**src/rtl/mem_arbiter_if.sv**
```systemverilog
// mem_arbiter_if: request/response bundle between the instruction fetch unit,
// the load/store buffer, the byte-wide RAM port and the memory arbiter.
// The slave modport is the arbiter's view; master is the requester/RAM side.
interface mem_arbiter_if;
  logic        if_signal;
  logic [31:0] if_addr;
  logic        if_done;
  logic [31:0] if_data;

  logic        lsb_signal;
  logic        lsb_wr;
  logic        lsb_signed;
  logic [1:0]  lsb_len;
  logic [31:0] lsb_addr;
  logic [31:0] lsb_dout;
  logic        lsb_done;
  logic [31:0] lsb_din;

  logic [31:0] mem_a;
  logic        mem_wr;
  logic [7:0]  mem_dout;
  logic [7:0]  mem_din;

  modport slave (
    input  if_signal, if_addr, lsb_signal, lsb_wr, lsb_signed, lsb_len,
           lsb_addr, lsb_dout, mem_din,
    output if_done, if_data, lsb_done, lsb_din, mem_a, mem_wr, mem_dout
  );

  modport master (
    output if_signal, if_addr, lsb_signal, lsb_wr, lsb_signed, lsb_len,
           lsb_addr, lsb_dout, mem_din,
    input  if_done, if_data, lsb_done, lsb_din, mem_a, mem_wr, mem_dout
  );
endinterface

```
**src/rtl/mem_arbiter.sv**
```systemverilog
// mem_arbiter: shares the single byte-wide RAM/IO port between instruction
// fetch and the load/store buffer. One requester is served at a time; each
// transfer is sequenced one byte per cycle, reads are assembled little-endian
// and sign/zero extended, and speculative reads are dropped on clear_signal.
// Optional feature macro MEM_ARBITER_RR_EN: when defined, ties are broken
// round-robin; otherwise the load/store buffer always wins a tie.
module mem_arbiter #(
  parameter logic [31:0] IO_ADDR_LO = 32'h30000,
  parameter logic [31:0] IO_ADDR_HI = 32'h30004
) (
  input  logic         clk_in,
  input  logic         rst_in,
  input  logic         rdy_in,
  input  logic         clear_signal,
  input  logic         io_buffer_full,
  mem_arbiter_if.slave bus
);

  typedef enum logic [1:0] {IDLE, READ, WRITE} state_t;

  state_t      state_r, state_n;
  logic [2:0]  cnt_r, cnt_n;
  logic [2:0]  nbytes_r, nbytes_n;
  logic [31:0] base_r, base_n;
  logic        owner_if_r, owner_if_n;
  logic        ld_signed_r, ld_signed_n;
  logic [1:0]  ld_len_r, ld_len_n;
  logic [31:0] buf_r, buf_n;
  logic [31:0] mem_a_r, mem_a_n;
  logic        mem_wr_r, mem_wr_n;
  logic [7:0]  mem_dout_r, mem_dout_n;
  logic        if_done_r, if_done_n;
  logic [31:0] if_data_r, if_data_n;
  logic        lsb_done_r, lsb_done_n;
  logic [31:0] lsb_din_r, lsb_din_n;
`ifdef MEM_ARBITER_RR_EN
  logic        rr_lsb_r, rr_lsb_n;
`endif

  logic [2:0]  lsb_nbytes;
  logic        io_stall;
  logic        lsb_req;
  logic        if_req;
  logic        can_grant;
  logic        grant_lsb;
  logic        grant_if;
  logic [31:0] rd_word;
  logic [31:0] ld_ext;
  logic [7:0]  st_byte;

  assign bus.if_done  = if_done_r;
  assign bus.if_data  = if_data_r;
  assign bus.lsb_done = lsb_done_r;
  assign bus.lsb_din  = lsb_din_r;
  assign bus.mem_a    = mem_a_r;
  assign bus.mem_wr   = mem_wr_r;
  assign bus.mem_dout = mem_dout_r;

  // Qualify both requests and pick a winner; a flush only lets stores through
  // and nothing is granted while a done pulse is still visible.
  always_comb begin
    case (bus.lsb_len)
      2'b00:   lsb_nbytes = 3'd1;
      2'b01:   lsb_nbytes = 3'd2;
      default: lsb_nbytes = 3'd4;
    endcase
    io_stall  = bus.lsb_wr && io_buffer_full &&
                (bus.lsb_addr >= IO_ADDR_LO) && (bus.lsb_addr <= IO_ADDR_HI);
    lsb_req   = bus.lsb_signal && !io_stall && !(clear_signal && !bus.lsb_wr);
    if_req    = bus.if_signal && !clear_signal;
    can_grant = (state_r == IDLE) && !if_done_r && !lsb_done_r;
`ifdef MEM_ARBITER_RR_EN
    grant_lsb = can_grant && lsb_req && (!if_req || rr_lsb_r);
`else
    grant_lsb = can_grant && lsb_req;
`endif
    grant_if  = can_grant && if_req && !grant_lsb;
  end

  // Byte lane helpers: merge the incoming read byte, extend a finished load,
  // and select the store byte for the current counter value.
  always_comb begin
    rd_word = buf_r;
    case (cnt_r)
      3'd1:    rd_word[7:0]   = bus.mem_din;
      3'd2:    rd_word[15:8]  = bus.mem_din;
      3'd3:    rd_word[23:16] = bus.mem_din;
      3'd4:    rd_word[31:24] = bus.mem_din;
      default: rd_word = buf_r;
    endcase
    case (ld_len_r)
      2'b00:   ld_ext = {{24{ld_signed_r & rd_word[7]}}, rd_word[7:0]};
      2'b01:   ld_ext = {{16{ld_signed_r & rd_word[15]}}, rd_word[15:0]};
      default: ld_ext = rd_word;
    endcase
    case (cnt_r[1:0])
      2'd0:    st_byte = buf_r[7:0];
      2'd1:    st_byte = buf_r[15:8];
      2'd2:    st_byte = buf_r[23:16];
      default: st_byte = buf_r[31:24];
    endcase
  end

  // Next-state and next-output logic for the IDLE/READ/WRITE sequencer.
  always_comb begin
    state_n     = state_r;
    cnt_n       = cnt_r;
    nbytes_n    = nbytes_r;
    base_n      = base_r;
    owner_if_n  = owner_if_r;
    ld_signed_n = ld_signed_r;
    ld_len_n    = ld_len_r;
    buf_n       = buf_r;
    mem_a_n     = mem_a_r;
    mem_wr_n    = mem_wr_r;
    mem_dout_n  = mem_dout_r;
    if_done_n   = 1'b0;
    if_data_n   = if_data_r;
    lsb_done_n  = 1'b0;
    lsb_din_n   = lsb_din_r;
`ifdef MEM_ARBITER_RR_EN
    rr_lsb_n    = rr_lsb_r;
`endif
    case (state_r)
      IDLE: begin
        if (grant_lsb) begin
          state_n     = bus.lsb_wr ? WRITE : READ;
          cnt_n       = 3'd1;
          nbytes_n    = lsb_nbytes;
          base_n      = bus.lsb_addr;
          owner_if_n  = 1'b0;
          ld_signed_n = bus.lsb_signed;
          ld_len_n    = bus.lsb_len;
          buf_n       = bus.lsb_wr ? bus.lsb_dout : 32'h0;
          mem_a_n     = bus.lsb_addr;
          mem_wr_n    = bus.lsb_wr;
          mem_dout_n  = bus.lsb_wr ? bus.lsb_dout[7:0] : 8'h00;
          lsb_done_n  = bus.lsb_wr && (lsb_nbytes == 3'd1);
`ifdef MEM_ARBITER_RR_EN
          rr_lsb_n    = 1'b0;
`endif
        end else if (grant_if) begin
          state_n     = READ;
          cnt_n       = 3'd1;
          nbytes_n    = 3'd4;
          base_n      = bus.if_addr;
          owner_if_n  = 1'b1;
          ld_signed_n = 1'b0;
          ld_len_n    = 2'b11;
          buf_n       = 32'h0;
          mem_a_n     = bus.if_addr;
          mem_wr_n    = 1'b0;
          mem_dout_n  = 8'h00;
`ifdef MEM_ARBITER_RR_EN
          rr_lsb_n    = 1'b1;
`endif
        end
      end
      READ: begin
        if (clear_signal) begin
          state_n  = IDLE;
          cnt_n    = 3'd0;
          mem_a_n  = 32'h0;
          mem_wr_n = 1'b0;
        end else begin
          buf_n = rd_word;
          if (cnt_r == nbytes_r) begin
            state_n  = IDLE;
            cnt_n    = 3'd0;
            mem_a_n  = 32'h0;
            mem_wr_n = 1'b0;
            if (owner_if_r) begin
              if_done_n = 1'b1;
              if_data_n = rd_word;
            end else begin
              lsb_done_n = 1'b1;
              lsb_din_n  = ld_ext;
            end
          end else begin
            mem_a_n = base_r + {29'b0, cnt_r};
            cnt_n   = cnt_r + 3'd1;
          end
        end
      end
      WRITE: begin
        if (cnt_r == nbytes_r) begin
          state_n  = IDLE;
          cnt_n    = 3'd0;
          mem_a_n  = 32'h0;
          mem_wr_n = 1'b0;
        end else begin
          mem_a_n    = base_r + {29'b0, cnt_r};
          mem_dout_n = st_byte;
          cnt_n      = cnt_r + 3'd1;
          lsb_done_n = (cnt_r == nbytes_r - 3'd1);
        end
      end
      default: begin
        state_n  = IDLE;
        cnt_n    = 3'd0;
        mem_a_n  = 32'h0;
        mem_wr_n = 1'b0;
      end
    endcase
  end

  // State and output registers; rdy_in low freezes everything, including pulses.
  always_ff @(posedge clk_in) begin
    if (!rst_in) begin
      state_r     <= IDLE;
      cnt_r       <= 3'd0;
      nbytes_r    <= 3'd0;
      base_r      <= 32'h0;
      owner_if_r  <= 1'b0;
      ld_signed_r <= 1'b0;
      ld_len_r    <= 2'b00;
      buf_r       <= 32'h0;
      mem_a_r     <= 32'h0;
      mem_wr_r    <= 1'b0;
      mem_dout_r  <= 8'h00;
      if_done_r   <= 1'b0;
      if_data_r   <= 32'h0;
      lsb_done_r  <= 1'b0;
      lsb_din_r   <= 32'h0;
`ifdef MEM_ARBITER_RR_EN
      rr_lsb_r    <= 1'b1;
`endif
    end else if (rdy_in) begin
      state_r     <= state_n;
      cnt_r       <= cnt_n;
      nbytes_r    <= nbytes_n;
      base_r      <= base_n;
      owner_if_r  <= owner_if_n;
      ld_signed_r <= ld_signed_n;
      ld_len_r    <= ld_len_n;
      buf_r       <= buf_n;
      mem_a_r     <= mem_a_n;
      mem_wr_r    <= mem_wr_n;
      mem_dout_r  <= mem_dout_n;
      if_done_r   <= if_done_n;
      if_data_r   <= if_data_n;
      lsb_done_r  <= lsb_done_n;
      lsb_din_r   <= lsb_din_n;
`ifdef MEM_ARBITER_RR_EN
      rr_lsb_r    <= rr_lsb_n;
`endif
    end
  end

endmodule

```
**src/flat_wrapper.sv**
```systemverilog
// flat-port wrapper written by rule: the top's interface ports become plain ports
module mem_arbiter_flat 
#(
  parameter logic [31:0] IO_ADDR_LO = 32'h30000,
  parameter logic [31:0] IO_ADDR_HI = 32'h30004
)
  (clk_in, rst_in, rdy_in, clear_signal, io_buffer_full, bus_if_signal, bus_if_addr, bus_lsb_signal, bus_lsb_wr, bus_lsb_signed, bus_lsb_len, bus_lsb_addr, bus_lsb_dout, bus_mem_din, bus_if_done, bus_if_data, bus_lsb_done, bus_lsb_din, bus_mem_a, bus_mem_wr, bus_mem_dout);
  mem_arbiter_if bus_i ();
  input  logic clk_in;
  input  logic rst_in;
  input  logic rdy_in;
  input  logic clear_signal;
  input  logic io_buffer_full;
  input wire logic [$bits(bus_i.if_signal)-1:0] bus_if_signal;
  input wire logic [$bits(bus_i.if_addr)-1:0] bus_if_addr;
  input wire logic [$bits(bus_i.lsb_signal)-1:0] bus_lsb_signal;
  input wire logic [$bits(bus_i.lsb_wr)-1:0] bus_lsb_wr;
  input wire logic [$bits(bus_i.lsb_signed)-1:0] bus_lsb_signed;
  input wire logic [$bits(bus_i.lsb_len)-1:0] bus_lsb_len;
  input wire logic [$bits(bus_i.lsb_addr)-1:0] bus_lsb_addr;
  input wire logic [$bits(bus_i.lsb_dout)-1:0] bus_lsb_dout;
  input wire logic [$bits(bus_i.mem_din)-1:0] bus_mem_din;
  output wire logic [$bits(bus_i.if_done)-1:0] bus_if_done;
  output wire logic [$bits(bus_i.if_data)-1:0] bus_if_data;
  output wire logic [$bits(bus_i.lsb_done)-1:0] bus_lsb_done;
  output wire logic [$bits(bus_i.lsb_din)-1:0] bus_lsb_din;
  output wire logic [$bits(bus_i.mem_a)-1:0] bus_mem_a;
  output wire logic [$bits(bus_i.mem_wr)-1:0] bus_mem_wr;
  output wire logic [$bits(bus_i.mem_dout)-1:0] bus_mem_dout;
  assign bus_i.if_signal = bus_if_signal;
  assign bus_i.if_addr = bus_if_addr;
  assign bus_i.lsb_signal = bus_lsb_signal;
  assign bus_i.lsb_wr = bus_lsb_wr;
  assign bus_i.lsb_signed = bus_lsb_signed;
  assign bus_i.lsb_len = bus_lsb_len;
  assign bus_i.lsb_addr = bus_lsb_addr;
  assign bus_i.lsb_dout = bus_lsb_dout;
  assign bus_i.mem_din = bus_mem_din;
  assign bus_if_done = bus_i.if_done;
  assign bus_if_data = bus_i.if_data;
  assign bus_lsb_done = bus_i.lsb_done;
  assign bus_lsb_din = bus_i.lsb_din;
  assign bus_mem_a = bus_i.mem_a;
  assign bus_mem_wr = bus_i.mem_wr;
  assign bus_mem_dout = bus_i.mem_dout;
  mem_arbiter #(.IO_ADDR_LO(IO_ADDR_LO), .IO_ADDR_HI(IO_ADDR_HI)) u_core (.clk_in(clk_in), .rst_in(rst_in), .rdy_in(rdy_in), .clear_signal(clear_signal), .io_buffer_full(io_buffer_full), .bus(bus_i));
endmodule
```
**config.mk**
```make
export PLATFORM = sky130hd
export DESIGN_NAME = mem_arbiter_flat
export DESIGN_NICKNAME = d
export VERILOG_FILES = /design/src/rtl/mem_arbiter_if.sv /design/src/rtl/mem_arbiter.sv /design/src/flat_wrapper.sv
export SDC_FILE = /design/constraint.sdc
export NUM_CORES = 1
export LEC_CHECK = 0
export BUFFER_PORTS_ARGS = -buffer_cell sky130_fd_sc_hd__buf_4
export CORE_MARGIN = 2
export CORE_UTILIZATION = 40
export DETAILED_ROUTE_END_ITERATION = 7
export PLACE_DENSITY = 0.73
export RECOVER_POWER = 25
export SLEW_MARGIN = 20
export SYNTH_ARGS = -nofsm -noshare
export SYNTH_HDL_FRONTEND = slang
export SYNTH_SLANG_ARGS = --single-unit
```
**constraint.sdc**
```tcl
create_clock -name clk_in -period 7.85 [get_ports clk_in]
set_clock_uncertainty 0.2 [all_clocks]
set_input_delay 1.1775 -clock clk_in [delete_from_list [all_inputs] [get_ports clk_in]]
set_output_delay 1.1775 -clock clk_in [all_outputs]
set_load 0.005 [all_outputs]
```
### Yosys cells after proc, flatten, opt, wreduce, memory -nomap -nowiden

Cells that the tools add are included.

* add/subtract/negate cells: 3
* magnitude comparators: 2
* eq/ne operators: 16
* mux-type cells: 55
* bitwise operators: 4
* reductions and logical operators: 33

Operators with widths (count)
* 2-to-1 mux 32 bit: 8
* case mux 32 bit (2 select lines): 2
* case mux 32 bit (3 select lines): 1
* 2-to-1 mux 8 bit: 8
* adder 32 x 3 -> 32 bit: 1
* greater-or-equal comparator 32 x 18 -> 1 bit (second input constant): 1
* <= comparator 32 x 18 -> 1 bit (second input constant): 1
* case mux 8 bit (3 select lines): 1
* 2-to-1 mux 3 bit: 6
* 2-to-1 mux 1 bit: 16
* case mux 8 bit (2 select lines): 1
* 2-to-1 mux 2 bit: 7
* logical AND 1 bit: 13
* AND reduction 5 bit: 2
* case mux 3 bit (3 select lines): 1
* equality test 2 x 1 -> 1 bit (second input constant): 4
* logical NOT 2 bit: 4
* AND reduction 4 bit: 2
* logical NOT 1 bit: 7
* equality test 3 x 1 -> 1 bit (second input constant): 2
* equality test 3 x 2 -> 1 bit (second input constant): 2
* equality test 3 bit: 2
* case mux 1 bit (3 select lines): 2
* case mux 2 bit (3 select lines): 1
* other kinds (12): 18

* register bits: 183
* input bits: 115
* output and inout bits: 107
* word-level logic and storage cells: 128

### Longest topological paths before layout

Gate-level depths: netlist of run 1.

* depth in word-level cells: 12
* mapped depth: 11
* depth with buffers taken out: 9

### Least setup slack after synthesis of run 1

OpenSTA, ideal clock, no wires.

* path type: input port to flip-flop
* from: input port bus_lsb_addr[9]
* to: register u_core.base_r[18]
* arrival time: 2.886 ns
* setup slack: 4.636 ns
* cell stages on the path: 8
* cells stage by stage: nor4_1 nand4_1 or4_1 and2_1 buf_2 clkbuf_2 o21ai_0 a31oi_1

* word-level cells in the longest chain between the ends: 11
* elaborated cells between the ends (all ways): 13
* those cells by class: 2 x order compare; 1 x mux; 10 x reduce/logical

RTL lines
* start, declared: RTL line flat_wrapper.sv:20 `input wire logic [$bits(bus_i.lsb_addr)-1:0] bus_lsb_addr;`
* greater-or-equal comparator 32 x 18 -> 1 bit: RTL line mem_arbiter.sv:68 `(bus.lsb_addr >= IO_ADDR_LO) && (bus.lsb_addr <= IO_ADDR_HI);`
* logical AND 1 bit: RTL line mem_arbiter.sv:67 `io_stall = bus.lsb_wr && io_buffer_full &&`
* logical AND 1 bit *: RTL line mem_arbiter.sv:68
* logical NOT 1 bit *: RTL line mem_arbiter.sv:69 `lsb_req = bus.lsb_signal && !io_stall && !(clear_signal && !bus.lsb_wr);`
* logical AND 1 bit * (2 in a row): RTL line mem_arbiter.sv:69
* logical AND 1 bit *: RTL line mem_arbiter.sv:75 `grant_lsb = can_grant && lsb_req;`
* logical NOT 1 bit: RTL line mem_arbiter.sv:77 `grant_if = can_grant && if_req && !grant_lsb;`
* logical AND 1 bit: RTL line mem_arbiter.sv:77
* nonzero test 2 bit (no source line)
* AND reduction 3 bit (no source line)
* end signal, assigned: RTL line mem_arbiter.sv:232 `base_r <= base_n;`
* end, declared: RTL line mem_arbiter.sv:24 `logic [31:0] base_r, base_n;`

Every way passes the cells marked *; elsewhere a longest branch is shown, timed or not.
A chain may end at the register's enable or synchronous reset.

### Worst setup path in the final report of run 1

* from: input port bus_lsb_signal
* to: register u_core.base_r[2]

* word-level cells in the longest chain between the ends: 7
* elaborated cells between the ends (all ways): 8
* those cells by class: 1 x mux; 7 x reduce/logical

RTL lines
* start, declared: RTL line flat_wrapper.sv:16 `input wire logic [$bits(bus_i.lsb_signal)-1:0] bus_lsb_signal;`
* logical AND 1 bit * (2 in a row): RTL line mem_arbiter.sv:69
* logical AND 1 bit *: RTL line mem_arbiter.sv:75
* logical NOT 1 bit: RTL line mem_arbiter.sv:77
* logical AND 1 bit: RTL line mem_arbiter.sv:77
* nonzero test 2 bit (no source line)
* AND reduction 3 bit (no source line)

Marks and branches as above.

==> results of run 1 <==
[cell families after synthesis]
family | after synthesis | share of synthesized area
compound gates | 398 | 0.281
simple gates | 335 | 0.176
flops | 183 | 0.404
buf+inv | 101 | 0.0508
mux | 36 | 0.0410
xor+xnor | 33 | 0.0319
fa+ha+maj | 10 | 0.0146
[how the worst max path moves through the flow]
stage | startpoint | to | cells after the start
3_3_place_gp | bus_lsb_signal | u_core.base_r[2]$_SDFFE_PN0P_ | 7
2_1_floorplan | bus_lsb_addr[9] | u_core.base_r[18]$_SDFFE_PN0P_ | 8
5_1_grt | bus_lsb_signal | u_core.base_r[2]$_SDFFE_PN0P_ | 7
6_report | bus_lsb_signal | u_core.base_r[2]$_SDFFE_PN0P_ | 7
4_1_cts | bus_lsb_signal | u_core.base_r[2]$_SDFFE_PN0P_ | 7
3_5_place_dp | bus_lsb_signal | u_core.base_r[2]$_SDFFE_PN0P_ | 7
[layer usage]
metal	share of wire	vias to the layer above	global-route usage	routed length, um
met3	0.083	72	0.0518	2610
li1	-	4387	-	-
met4	0.027	0	0.0877	838
met5	0	-	0	0
met2	0.47	507	0.423	14700
met1	0.42	4368	0.341	13300
[state kept, by name, summed over array words and instances, names as in the netlist]
| name | count |
|---|---|
| u_core.base_r | 32 |
| u_core.buf_r | 32 |
| u_core.bus.if_data | 32 |
| u_core.bus.lsb_din | 32 |
| u_core.bus.mem_a | 32 |
| u_core.bus.mem_dout | 8 |
| u_core.cnt_r | 3 |
| u_core.nbytes_r | 3 |
| u_core.ld_len_r | 2 |
| u_core.state_r | 2 |
| u_core.bus.if_done | 1 |
| u_core.bus.lsb_done | 1 |
| u_core.bus.mem_wr | 1 |
| u_core.ld_signed_r | 1 |
| u_core.owner_if_r | 1 |
[cell usage after synthesis, drive strengths merged (18+ instances only)]
cell / instances
a211oi: 35
a21oi: 130
a31oi: 28
buf: 41
clkbuf: 47
dfxtp: 183
mux2i: 27
nand2: 93
nand3: 26
nor2: 108
nor3: 35
o21ai: 107
xnor2: 18
[metrics by stage]
step	setup slack [ns]	instance area (um2)	hold WS (ns)	total power, mW
global placement	3.52	10800	0.263	1.39
floorplan	4.64	9070	0.253	1.24
finish	3.76	11400	0.280	2.28
CTS	3.89	11400	0.284	2.29
detailed placement	3.45	10800	0.262	1.39
global route	3.58	11400	0.287	2.36
[area by class of cell]
class	instances	area [um2]
repair buffers	233	1700
flip-flops and latches	183	3660
multi-input cells	812	4960
fillers	2194	11100
clock buffers	18	439
inverters	13	48.8
clock inverters	14	175
well taps	285	357
[power breakdown]
part / switching [mW] / internal, mW
Clock: 0.414 / 0.494
Combinational: 0.205 / 0.139
Sequential: 0.0515 / 0.980
Total: 0.670 / 1.61
[cell usage in the layout, fill, tap and decap left out, drive strengths merged, types with 11 or more instances in the layout]
cell type / n
nand2: 93
inv: 22
xor2: 15
dfxtp: 183
clkbuf: 90
nor3: 35
xnor2: 18
a211oi: 35
nor4: 16
buf: 161
nand4: 11
a21oi: 130
o21ai: 107
a31oi: 28
nor2: 108
a22oi: 16
nand3: 26
mux2i: 27
==> flow_results.xml, run 1 <==
<?xml version="1.0" encoding="UTF-8"?>
<metrics>
  <group name="layout">
    <metric name="layoutNonFillerInstCount" unit="">1558</metric>
    <metric name="antennaDiodeCount" unit="">0</metric>
    <metric name="area_delta_synth_final" unit="%">25.1</metric>
    <metric name="num-nets-final" unit="">1385</metric>
    <metric name="drive_gt1_frac" unit="">0.231</metric>
    <metric name="layout.core_utilization" unit="">0.506</metric>
  </group>
  <group name="yosys">
    <metric name="yosysTopAreaCell" unit="">sky130_fd_sc_hd__dfxtp_1</metric>
    <metric name="netlist.area_leader.share" unit="">0.404</metric>
    <metric name="synth_top_cells_by_area" unit="">sky130_fd_sc_hd__dfxtp_1 (40%), sky130_fd_sc_hd__a21oi_1 (7.2%), sky130_fd_sc_hd__nor2_1 (4.4%)</metric>
    <metric name="dominantRegCellSynth" unit="">sky130_fd_sc_hd__dfxtp_1</metric>
    <metric name="ys_types" unit="">70</metric>
    <metric name="mappedNetlistArea" unit="um2">9070</metric>
    <metric name="yosys_warnings" unit="">0</metric>
    <metric name="synth-seq-cells" unit="">183</metric>
    <metric name="synth.yosys.seq_area_share" unit="">0.404</metric>
    <metric name="synth-edff-count" unit="">0</metric>
    <metric name="async_reset_ff_frac" unit="">0</metric>
    <metric name="syn_area_per_cell" unit="um2">8.28</metric>
    <metric name="synthesis.nets" unit="">1221</metric>
    <metric name="synthesis.instances" unit="">1096</metric>
  </group>
  <group name="floorplanning">
    <metric name="die_area" unit="um2">23900</metric>
    <metric name="floorplan.io_pins" unit="">222</metric>
    <metric name="core_area" unit="um2">22400</metric>
    <metric name="initial_core_util" unit="">0.404</metric>
    <metric name="dieWidth" unit="um">155</metric>
    <metric name="die_span_y" unit="um">155</metric>
    <metric name="placementRows" unit="">55</metric>
  </group>
  <group name="worst_setup_path">
    <metric name="timing.critical_path.from_type" unit="">primary input</metric>
    <metric name="critical_path_class" unit="">in2reg</metric>
    <metric name="dominant_delay_contributor_by_cell_family_on_the_critical_path" unit="">simple AND/OR/NAND/NOR gates</metric>
    <metric name="regToRegEndpoint" unit="">u_core.bus.lsb_din[18]$_SDFFE_PN0P_</metric>
    <metric name="worst-path-buf-inv" unit="">1</metric>
    <metric name="critical_path.max_stage_delay" unit="ns">0.85</metric>
    <metric name="timing.critical_path.required" unit="ns">7.98</metric>
    <metric name="worst_r2r_path_depth" unit="">9</metric>
    <metric name="crit_path_max_fanout" unit="">19</metric>
    <metric name="crit_path_top_delay_cell" unit="">sky130_fd_sc_hd__nor2_1</metric>
    <metric name="crit_chain" unit="">buf_4, nor3b_1, and2_0, nand2_1, nor2_1, o21ai_0, a32o_1</metric>
    <metric name="regToRegSetupSlack" unit="ns">4.06</metric>
    <metric name="ff_to_ff_start" unit="">u_core.cnt_r[1]$_SDFFE_PN0P_</metric>
    <metric name="worst_ep_arrival_time" unit="ns">4.22</metric>
    <metric name="worst_setup_path_end_kind" unit="">flip-flop</metric>
  </group>
  <group name="sta">
    <metric name="timing.setup.tns" unit="ns">0</metric>
    <metric name="slew_headroom" unit="">0.268</metric>
    <metric name="timing.final.crit_period" unit="ns">4.09</metric>
    <metric name="final-setup-viol-count" unit="">0</metric>
    <metric name="final_min_period_over_clock_period" unit="">0.521</metric>
    <metric name="rsz0062_at_grt" unit="">no</metric>
    <metric name="worst_pin_slew" unit="ns">1.10</metric>
    <metric name="slew_viol_final" unit="">0</metric>
    <metric name="hold_violations" unit="">0</metric>
    <metric name="max_freq" unit="MHz">244</metric>
  </group>
  <group name="route">
    <metric name="routed_wl" unit="mm">31.4</metric>
    <metric name="post_detailed_route_count_of_antenna_violating_nets" unit="">0</metric>
    <metric name="avgViaCountPerCell" unit="">5.99</metric>
    <metric name="vias" unit="">9334</metric>
    <metric name="drt_first_pass_iters" unit="">6</metric>
    <metric name="first_iter_violations" unit="">1176</metric>
    <metric name="drt-wirelength-per-cell" unit="um">20.2</metric>
    <metric name="drc_errors" unit="">0</metric>
  </group>
  <group name="global_route">
    <metric name="grt_pass1_wl" unit="mm">48.5</metric>
    <metric name="maximum_number_of_pins_on_one_net_before_global_route_repair" unit="">73</metric>
    <metric name="grt_remaining_overflow" unit="">0</metric>
    <metric name="overall_global_routing_usage" unit="">0.258</metric>
    <metric name="number_of_global_route_vias_before_repair" unit="">8765</metric>
    <metric name="antenna_violations_before_repair" unit="">0</metric>
  </group>
  <group name="power_and_ir_drop">
    <metric name="standby_leakage_power" unit="nW">4.30</metric>
    <metric name="max-vdd-ir-drop" unit="mV">0.122</metric>
    <metric name="power.density" unit="nW/um2">201</metric>
  </group>
  <group name="cts">
    <metric name="hold_bufs_at_cts" unit="">0</metric>
    <metric name="tritoncts" unit="">yes</metric>
    <metric name="post_cts_resized" unit="">0</metric>
    <metric name="path_clk_slew" unit="ns">0.08</metric>
    <metric name="postCtsSetupBuffers" unit="">0</metric>
    <metric name="cts_made_buffers" unit="">17</metric>
    <metric name="clk_root_buffer_cell" unit="">sky130_fd_sc_hd__clkbuf_16</metric>
    <metric name="clk-insertion-delay-late" unit="ns">0.44</metric>
    <metric name="cts.sinks" unit="">183</metric>
    <metric name="cts-htree-levels" unit="">4</metric>
    <metric name="clk_path_buf_depth" unit="">2</metric>
  </group>
  <group name="placed_design">
    <metric name="dpl.cell_count" unit="">1526</metric>
    <metric name="port_buffers" unit="">221</metric>
    <metric name="place_hpwl" unit="mm">22.9</metric>
    <metric name="gpl.final_weighted_congestion" unit="">0.926</metric>
  </group>
  <group name="min_path">
    <metric name="holdPathEnd" unit="">u_core.bus.mem_a[18]$_SDFFE_PN0P_</metric>
    <metric name="timing.hold.worst_path_depth" unit="">1</metric>
    <metric name="hold_path.startpoint" unit="">u_core.bus.mem_a[18]$_SDFFE_PN0P_</metric>
    <metric name="hp-class" unit="">reg2reg</metric>
  </group>
  <group name="job">
    <metric name="cap_viol_max_count" unit="">0</metric>
  </group>
  <group name="status">
    <metric name="status" unit="">finished, final reports clean</metric>
  </group>
</metrics>
Power figures use the tool's default switching activity.
==> inputs of run 2 (changes only) <==
Settings changed: ABC_AREA from default to 1, PLACE_DENSITY 0.73 to 0.74.
Clock period 7.85 ns to 3.41 ns, I/O delays scaled along.
==> run 2 against run 1 <==
Non-clock buffer count grew 9. Clock power up 130%. Worst hold slack worse by 0.15 ns. Setup slack lost 3.4 ns. Highest routed layer unchanged. Sequential cell count unchanged. Die area is 13% higher. Core utilization decreased by 0.32 points. Sequential power is 130% higher. Total power rose to 2.5 times the previous value. Global-route usage is 0.64 points lower. Critical path depth is 5 higher.
==> flow_results.xml, run 2 <==
<?xml version="1.0" encoding="UTF-8"?>
<metrics>
  <group name="min_path">
    <metric name="hp-class" unit="">in2reg</metric>
    <metric name="timing.hold.worst_path_depth" unit="">3</metric>
  </group>
  <group name="sta">
    <metric name="timing.setup.tns" unit="ns">0</metric>
    <metric name="final-setup-viol-count" unit="">0</metric>
    <metric name="worst_pin_slew" unit="ns">1.04</metric>
    <metric name="rsz0062_at_grt" unit="">no</metric>
    <metric name="postLayoutSetupSlackWorst" unit="ns">0.316</metric>
    <metric name="slew_headroom" unit="">0.307</metric>
    <metric name="final_min_period_over_clock_period" unit="">0.907</metric>
    <metric name="slew_viol_final" unit="">0</metric>
    <metric name="hold_violations" unit="">0</metric>
    <metric name="timing.final.crit_period" unit="ns">3.09</metric>
    <metric name="max_freq" unit="MHz">323</metric>
  </group>
  <group name="placed_design">
    <metric name="port_buffers" unit="">221</metric>
    <metric name="dpl_worst_slack" unit="ns">0.413</metric>
    <metric name="gpl.final_weighted_congestion" unit="">0.955</metric>
    <metric name="place_hpwl" unit="mm">25.3</metric>
  </group>
  <group name="worst_setup_path">
    <metric name="worst-path-stages" unit="">12</metric>
    <metric name="timing.critical_path.from_type" unit="">flip-flop</metric>
    <metric name="worst_ep_arrival_time" unit="ns">3.23</metric>
    <metric name="worst_r2r_path_depth" unit="">12</metric>
    <metric name="crit_chain" unit="">inv_1, fa_1, inv_1, nand2_1, a21oi_1, nand4_1, nor2_1, nand3_1, nand3_1, nand2_1, nor2_1, nor2_1</metric>
    <metric name="crit_path_max_fanout" unit="">8</metric>
    <metric name="crit_path_top_delay_cell" unit="">sky130_fd_sc_hd__dfxtp_1</metric>
    <metric name="worst_setup_path_end_kind" unit="">flip-flop</metric>
    <metric name="timing.critical_path.required" unit="ns">3.54</metric>
    <metric name="critical_path_class" unit="">reg2reg</metric>
    <metric name="dominant_delay_contributor_by_cell_family_on_the_critical_path" unit="">simple AND/OR/NAND/NOR gates</metric>
    <metric name="worst-path-buf-inv" unit="">2</metric>
    <metric name="worst_path_most_repeated_cell" unit="">sky130_fd_sc_hd__nor2_1</metric>
    <metric name="critical_path.max_stage_delay" unit="ns">0.51</metric>
  </group>
  <group name="global_route">
    <metric name="grt_pass1_wl" unit="mm">53.6</metric>
    <metric name="grt_remaining_overflow" unit="">0</metric>
    <metric name="overall_global_routing_usage" unit="">0.252</metric>
    <metric name="number_of_global_route_vias_before_repair" unit="">10141</metric>
    <metric name="antenna_violations_before_repair" unit="">0</metric>
    <metric name="maximum_number_of_pins_on_one_net_before_global_route_repair" unit="">66</metric>
  </group>
  <group name="layout">
    <metric name="mostFrequentLayoutCell" unit="">sky130_fd_sc_hd__nand2_1</metric>
    <metric name="fillers" unit="">2562</metric>
    <metric name="drive_gt1_frac" unit="">0.156</metric>
    <metric name="area_delta_synth_final" unit="%">23.2</metric>
    <metric name="num-nets-final" unit="">1943</metric>
    <metric name="layout_common_cells" unit="">sky130_fd_sc_hd__nand2_1 (433), sky130_fd_sc_hd__inv_1 (220), sky130_fd_sc_hd__dfxtp_1 (183)</metric>
    <metric name="antennaDiodeCount" unit="">0</metric>
  </group>
  <group name="power_and_ir_drop">
    <metric name="report.power.total" unit="mW">5.77</metric>
    <metric name="max-vdd-ir-drop" unit="mV">0.399</metric>
    <metric name="standby_leakage_power" unit="nW">6.10</metric>
    <metric name="power.density" unit="nW/um2">456</metric>
  </group>
  <group name="floorplanning">
    <metric name="die_area" unit="um2">27000</metric>
    <metric name="core_area" unit="um2">25200</metric>
    <metric name="initial_core_util" unit="">0.408</metric>
    <metric name="dieWidth" unit="um">164</metric>
    <metric name="placementRows" unit="">58</metric>
    <metric name="die_span_y" unit="um">164</metric>
    <metric name="floorplan.io_pins" unit="">222</metric>
  </group>
  <group name="route">
    <metric name="avgViaCountPerCell" unit="">5.19</metric>
    <metric name="drc_errors" unit="">0</metric>
    <metric name="drt-wirelength-per-cell" unit="um">15.8</metric>
    <metric name="vias" unit="">11214</metric>
    <metric name="first_iter_violations" unit="">1103</metric>
    <metric name="drt_first_pass_iters" unit="">6</metric>
    <metric name="post_detailed_route_count_of_antenna_violating_nets" unit="">0</metric>
    <metric name="routed_wl" unit="mm">34.2</metric>
  </group>
  <group name="yosys">
    <metric name="yosysTopAreaCell" unit="">sky130_fd_sc_hd__dfxtp_1</metric>
    <metric name="synth_compound_gate_area_share" unit="">0.173</metric>
    <metric name="synth_simple_gate_area_frac" unit="">0.326</metric>
    <metric name="ys_types" unit="">37</metric>
    <metric name="synth_top_family_by_area" unit="">simple AND/OR/NAND/NOR gates</metric>
    <metric name="synth_mux_area_frac" unit="">0</metric>
    <metric name="yosys.area_share.adder" unit="">0.0129</metric>
    <metric name="synth-edff-count" unit="">0</metric>
    <metric name="synth.yosys.seq_area_share" unit="">0.356</metric>
    <metric name="dominantRegCellSynth" unit="">sky130_fd_sc_hd__dfxtp_1</metric>
    <metric name="synth_top_cells_by_area" unit="">sky130_fd_sc_hd__dfxtp_1 (36%), sky130_fd_sc_hd__nand2_1 (16%), sky130_fd_sc_hd__inv_1 (8.0%)</metric>
    <metric name="synth_xor_area_frac" unit="">0.00511</metric>
    <metric name="netlist.area_leader.share" unit="">0.356</metric>
    <metric name="syn_area_per_cell" unit="um2">6.23</metric>
    <metric name="synthesis.nets" unit="">1774</metric>
    <metric name="async_reset_ff_frac" unit="">0</metric>
    <metric name="mappedNetlistArea" unit="um2">10300</metric>
    <metric name="yosys_warnings" unit="">0</metric>
    <metric name="synthesis.instances" unit="">1649</metric>
    <metric name="yosys.cell_count.top_type" unit="">sky130_fd_sc_hd__nand2_1</metric>
    <metric name="synth_commonest_cells" unit="">sky130_fd_sc_hd__nand2_1 (433), sky130_fd_sc_hd__inv_1 (220), sky130_fd_sc_hd__dfxtp_1 (183), sky130_fd_sc_hd__nor2_1 (172), sky130_fd_sc_hd__a21oi_1 (156)</metric>
    <metric name="synth-seq-cells" unit="">183</metric>
  </group>
  <group name="cts">
    <metric name="clk_path_buf_depth" unit="">2</metric>
    <metric name="clk-insertion-delay-late" unit="ns">0.46</metric>
    <metric name="hold_bufs_at_cts" unit="">0</metric>
    <metric name="cts_made_buffers" unit="">17</metric>
    <metric name="post_cts_resized" unit="">0</metric>
    <metric name="tritoncts" unit="">yes</metric>
    <metric name="cts.sinks" unit="">183</metric>
    <metric name="cts-htree-levels" unit="">4</metric>
    <metric name="clk_root_buffer_cell" unit="">sky130_fd_sc_hd__clkbuf_16</metric>
    <metric name="postCtsSetupBuffers" unit="">0</metric>
    <metric name="path_clk_slew" unit="ns">0.08</metric>
  </group>
  <group name="job">
    <metric name="cap_viol_max_count" unit="">0</metric>
  </group>
  <group name="status">
    <metric name="status" unit="">finished, final reports clean</metric>
  </group>
</metrics>
==> run 2: cell count changes after synthesis, sizes merged, moves of 20 or more <==
| cell | change |
|---|---|
| a31oi | -20 |
| a211oi | -35 |
| nand3 | +126 |
| nand2 | +342 |
| inv | +213 |
| nor2 | +67 |
| o21ai | +27 |
| mux2i | -27 |
| a21oi | +27 |
| nor3 | -23 |
==> run 2: area by class of cell <==
type                    instances  area, um2  area share
clock inverters                15        220      0.0174
repair buffers                242       1780       0.141
inverters                     225        845      0.0667
multi-input cells            1149       5310       0.420
clock buffers                  17        425      0.0336
flip-flops and latches        183       3660       0.289
well taps                     330        413      0.0326
==> run 2: worst paths after layout <==
path / from / end / slack, ns
setup reg to reg: u_core.cnt_r[1]$_SDFFE_PN0P_ / u_core.bus.mem_a[28]$_SDFFE_PN0P_ / 0.32
hold reg to reg: u_core.bus.if_data[23]$_SDFFE_PN0P_ / u_core.bus.if_data[23]$_SDFFE_PN0P_ / 0.25
setup / recovery: u_core.cnt_r[1]$_SDFFE_PN0P_ / u_core.bus.mem_a[28]$_SDFFE_PN0P_ / 0.32
hold / removal: bus_lsb_signed / u_core.ld_signed_r$_SDFFE_PN0P_ / 0.13
==> run 2: worst register-to-register path, stage by stage (launching register included) <==
cell	delay, ns
sky130_fd_sc_hd__dfxtp_1	0.51
sky130_fd_sc_hd__inv_1	0.17
sky130_fd_sc_hd__fa_1	0.44
sky130_fd_sc_hd__inv_1	0.07
sky130_fd_sc_hd__nand2_1	0.08
sky130_fd_sc_hd__a21oi_1	0.51
sky130_fd_sc_hd__nand4_1	0.30
sky130_fd_sc_hd__nor2_1	0.30
sky130_fd_sc_hd__nand3_1	0.11
sky130_fd_sc_hd__nand3_1	0.09
sky130_fd_sc_hd__nand2_1	0.06
sky130_fd_sc_hd__nor2_1	0.09
sky130_fd_sc_hd__nor2_1	0.06
==> run 2: through the flow <==
stage	hold slack [ns]	util	area [um2]	std cells
after detailed placement	0.240	0.480	12100	2129
after global placement	0.234	0.480	12100	2129
after floorplan	0.240	-	10300	1649
final	0.126	0.503	12700	2161
after CTS	0.124	0.505	12700	2161
after global routing	0.132	0.503	12700	2161
==> run 2: kinds of logic after synthesis <==
family / Yosys count
adders and majority gates: 10
and+or+nand+nor: 803
DFF: 183
xor gates and xnor gates: 6
buffers and inverters: 317
AOI/OAI and AO/OA: 330
==> run 2: power breakdown <==
group,leakage (nW),switching [mW],total (mW),internal (mW)
sequential,1.49,0.129,2.42,2.29
combinational,4.30,0.786,1.24,0.459
clock,0.307,1.08,2.10,1.02
total,6.10,1.99,5.77,3.77
==> run 2: per-layer routing <==
| layer | part of all wire | wire length [um] | vias to the layer above | track usage |
|---|---|---|---|---|
| met3 | 0.085 | 2920 | 48 | 0.0477 |
| met1 | 0.44 | 15200 | 5083 | 0.347 |
| met4 | 0.025 | 841 | 0 | 0.0789 |
| met2 | 0.45 | 15200 | 484 | 0.397 |
| li1 | - | - | 5599 | - |
| met5 | 0 | 0 | - | 0 |
==> inputs of run 3 (changes only) <==
Settings changed: ABC_AREA 1 to default, PLACE_DENSITY 0.74 to 0.75.
==> run 3 against run 2 <==
First-iteration DRC count shrank 11%. Count of clock-buffer cells in the layout grew 1. Non-clock buffer count grew 19. Largest power group unchanged.
==> flow_results.xml, run 3 (synthesis gave the netlist of run 1 again) <==
<?xml version="1.0" encoding="UTF-8"?>
<metrics>
  <group name="global_route">
    <metric name="maximum_number_of_pins_on_one_net_before_global_route_repair" unit="">74</metric>
    <metric name="antenna_violations_before_repair" unit="">0</metric>
    <metric name="grt_remaining_overflow" unit="">0</metric>
    <metric name="overall_global_routing_usage" unit="">0.261</metric>
    <metric name="grt_pass1_wl" unit="mm">49.3</metric>
    <metric name="number_of_global_route_vias_before_repair" unit="">8831</metric>
  </group>
  <group name="min_path">
    <metric name="hp-class" unit="">in2reg</metric>
  </group>
  <group name="power_and_ir_drop">
    <metric name="max-vdd-ir-drop" unit="mV">0.250</metric>
    <metric name="clock_power_share" unit="">0.386</metric>
    <metric name="combinationalPowerShare" unit="">0.159</metric>
    <metric name="power.density" unit="nW/um2">451</metric>
    <metric name="internal_power" unit="mW">3.67</metric>
    <metric name="power_switching_share" unit="">0.297</metric>
    <metric name="power_frac_seq" unit="">0.454</metric>
    <metric name="standby_leakage_power" unit="nW">4.42</metric>
    <metric name="power.net_switching" unit="mW">1.55</metric>
  </group>
  <group name="cts">
    <metric name="path_clk_slew" unit="ns">0.08</metric>
    <metric name="cts.sinks" unit="">183</metric>
    <metric name="clk_root_buffer_cell" unit="">sky130_fd_sc_hd__clkbuf_16</metric>
    <metric name="clk_path_buf_depth" unit="">2</metric>
    <metric name="postCtsSetupBuffers" unit="">0</metric>
    <metric name="clk-insertion-delay-late" unit="ns">0.44</metric>
    <metric name="post_cts_resized" unit="">0</metric>
    <metric name="cts_made_buffers" unit="">17</metric>
    <metric name="cts-htree-levels" unit="">4</metric>
    <metric name="hold_bufs_at_cts" unit="">0</metric>
    <metric name="tritoncts" unit="">yes</metric>
  </group>
  <group name="sta">
    <metric name="hold_violations" unit="">0</metric>
    <metric name="max_freq" unit="MHz">327</metric>
    <metric name="final-setup-viol-count" unit="">0</metric>
    <metric name="timing.setup.tns" unit="ns">0</metric>
    <metric name="hold_ws" unit="ns">0.149</metric>
    <metric name="slew_viol_final" unit="">0</metric>
    <metric name="worst_pin_slew" unit="ns">0.918</metric>
    <metric name="slew_headroom" unit="">0.385</metric>
    <metric name="final_min_period_over_clock_period" unit="">0.896</metric>
    <metric name="timing.final.crit_period" unit="ns">3.06</metric>
    <metric name="postLayoutSetupSlackWorst" unit="ns">0.355</metric>
    <metric name="rsz0062_at_grt" unit="">no</metric>
  </group>
  <group name="floorplanning">
    <metric name="core_area" unit="um2">22400</metric>
    <metric name="placementRows" unit="">55</metric>
    <metric name="die_span_y" unit="um">155</metric>
    <metric name="floorplan.io_pins" unit="">222</metric>
    <metric name="initial_core_util" unit="">0.404</metric>
    <metric name="die_area" unit="um2">23900</metric>
    <metric name="dieWidth" unit="um">155</metric>
  </group>
  <group name="route">
    <metric name="drc_errors" unit="">0</metric>
    <metric name="vias" unit="">9442</metric>
    <metric name="avgViaCountPerCell" unit="">5.95</metric>
    <metric name="drt-wirelength-per-cell" unit="um">19.9</metric>
    <metric name="first_iter_violations" unit="">982</metric>
    <metric name="drt_first_pass_iters" unit="">7</metric>
    <metric name="routed_wl" unit="mm">31.5</metric>
    <metric name="post_detailed_route_count_of_antenna_violating_nets" unit="">0</metric>
  </group>
  <group name="layout">
    <metric name="area_delta_synth_final" unit="%">27.6</metric>
    <metric name="drive_gt1_frac" unit="">0.245</metric>
    <metric name="antennaDiodeCount" unit="">0</metric>
    <metric name="num-nets-final" unit="">1413</metric>
    <metric name="fillers" unit="">2108</metric>
    <metric name="final-seq-area" unit="um2">3660</metric>
    <metric name="postLayoutCellArea" unit="um2">11600</metric>
    <metric name="layoutNonFillerInstCount" unit="">1586</metric>
    <metric name="multi_input_area" unit="um2">4960</metric>
    <metric name="mostFrequentLayoutCell" unit="">sky130_fd_sc_hd__buf_4</metric>
    <metric name="layout_common_cells" unit="">sky130_fd_sc_hd__buf_4 (186), sky130_fd_sc_hd__dfxtp_1 (183), sky130_fd_sc_hd__a21oi_1 (130)</metric>
  </group>
  <group name="worst_setup_path">
    <metric name="critical_path.max_stage_delay" unit="ns">0.48</metric>
    <metric name="worst_ep_arrival_time" unit="ns">3.16</metric>
    <metric name="crit_path_top_delay_cell" unit="">sky130_fd_sc_hd__dfxtp_1</metric>
    <metric name="timing.critical_path.required" unit="ns">3.52</metric>
    <metric name="crit_path_max_fanout" unit="">9</metric>
    <metric name="timing.critical_path.from_type" unit="">flip-flop</metric>
    <metric name="crit_chain" unit="">ha_1, inv_1, fa_1, nor2b_1, o211ai_1, nor3b_1, mux2_2, o21ai_0, a21oi_1</metric>
    <metric name="worst_setup_path_end_kind" unit="">flip-flop</metric>
    <metric name="critical_path_class" unit="">reg2reg</metric>
  </group>
  <group name="placed_design">
    <metric name="gpl.final_weighted_congestion" unit="">0.969</metric>
    <metric name="post_dp_cell_area" unit="um2">11000</metric>
    <metric name="dpl.cell_count" unit="">1554</metric>
    <metric name="dpl_worst_slack" unit="ns">0.235</metric>
    <metric name="place_hpwl" unit="mm">23.4</metric>
    <metric name="port_buffers" unit="">221</metric>
  </group>
  <group name="job">
    <metric name="cap_viol_max_count" unit="">0</metric>
  </group>
  <group name="status">
    <metric name="status" unit="">finished, final reports clean</metric>
  </group>
</metrics>
## run 3: cell count changes in the layout (fill, tap and decap cells not counted), sizes merged, moves of 27 or more
| cell | previous run | this run |
|---|---|---|
| mux2i | 0 | 27 |
| a21oi | 157 | 130 |
| inv | 229 | 20 |
| nand3 | 152 | 26 |
| nand2 | 435 | 93 |
| a211oi | 0 | 35 |
| nor2 | 175 | 108 |
| o21ai | 134 | 107 |
## run 3: final cells by class
type,instances,area share
multi-input combinational,812,0.429
sequential,183,0.317
timing repair buffer,261,0.168
clock buffer,18,0.0380
tap,285,0.0308
clock inverter,14,0.0136
inverter,13,0.00422
## run 3: final timing paths
kind                                                   startpoint                                end  slack (ns)  cells after the start
worst max-delay path                 u_core.cnt_r[0]$_SDFFE_PN0P_  u_core.bus.mem_a[30]$_SDFFE_PN0P_        0.35                      9
worst min-delay path                              bus_if_addr[23]     u_core.base_r[23]$_SDFFE_PN0P_        0.15                      3
worst max register to register       u_core.cnt_r[0]$_SDFFE_PN0P_  u_core.bus.mem_a[30]$_SDFFE_PN0P_        0.35                      9
worst min register to register  u_core.bus.mem_a[20]$_SDFFE_PN0P_  u_core.bus.mem_a[20]$_SDFFE_PN0P_        0.28                      1
## run 3: per-stage QoR
stage	util	power, mW
after floorplan	-	2.85
after global routing	0.516	5.42
after CTS	0.518	5.24
after detailed placement	0.492	3.25
final	0.516	5.22
after global placement	0.492	3.24
## run 3: critical path: cells and delay by family, from the launching register on
| family | cells | cell delay, ns |
|---|---|---|
| AND/OR/NAND/NOR | 2 | 0.56 |
| buffers and inverters | 1 | 0.06 |
| multiplexers | 1 | 0.37 |
| AO/OA/AOI/OAI | 3 | 0.63 |
| flip-flops | 1 | 0.48 |
| adder cells (fa/ha/maj) | 2 | 0.62 |
## run 3: metal layers
layer	share of wire	routed length, um	track usage
met1	0.41	13000	0.339
met2	0.47	14800	0.435
met5	0	0	0
met4	0.027	854	0.0842
met3	0.094	2960	0.0569
## run 3: power groups by stage
stage	registers, mW	logic [mW]	clock network [mW]
after CTS	2.37	0.836	2.04
after detailed placement	2.42	0.833	0
after global placement	2.41	0.822	0
final	2.37	0.832	2.02
after floorplan	2.38	0.470	0
after global routing	2.38	0.905	2.13
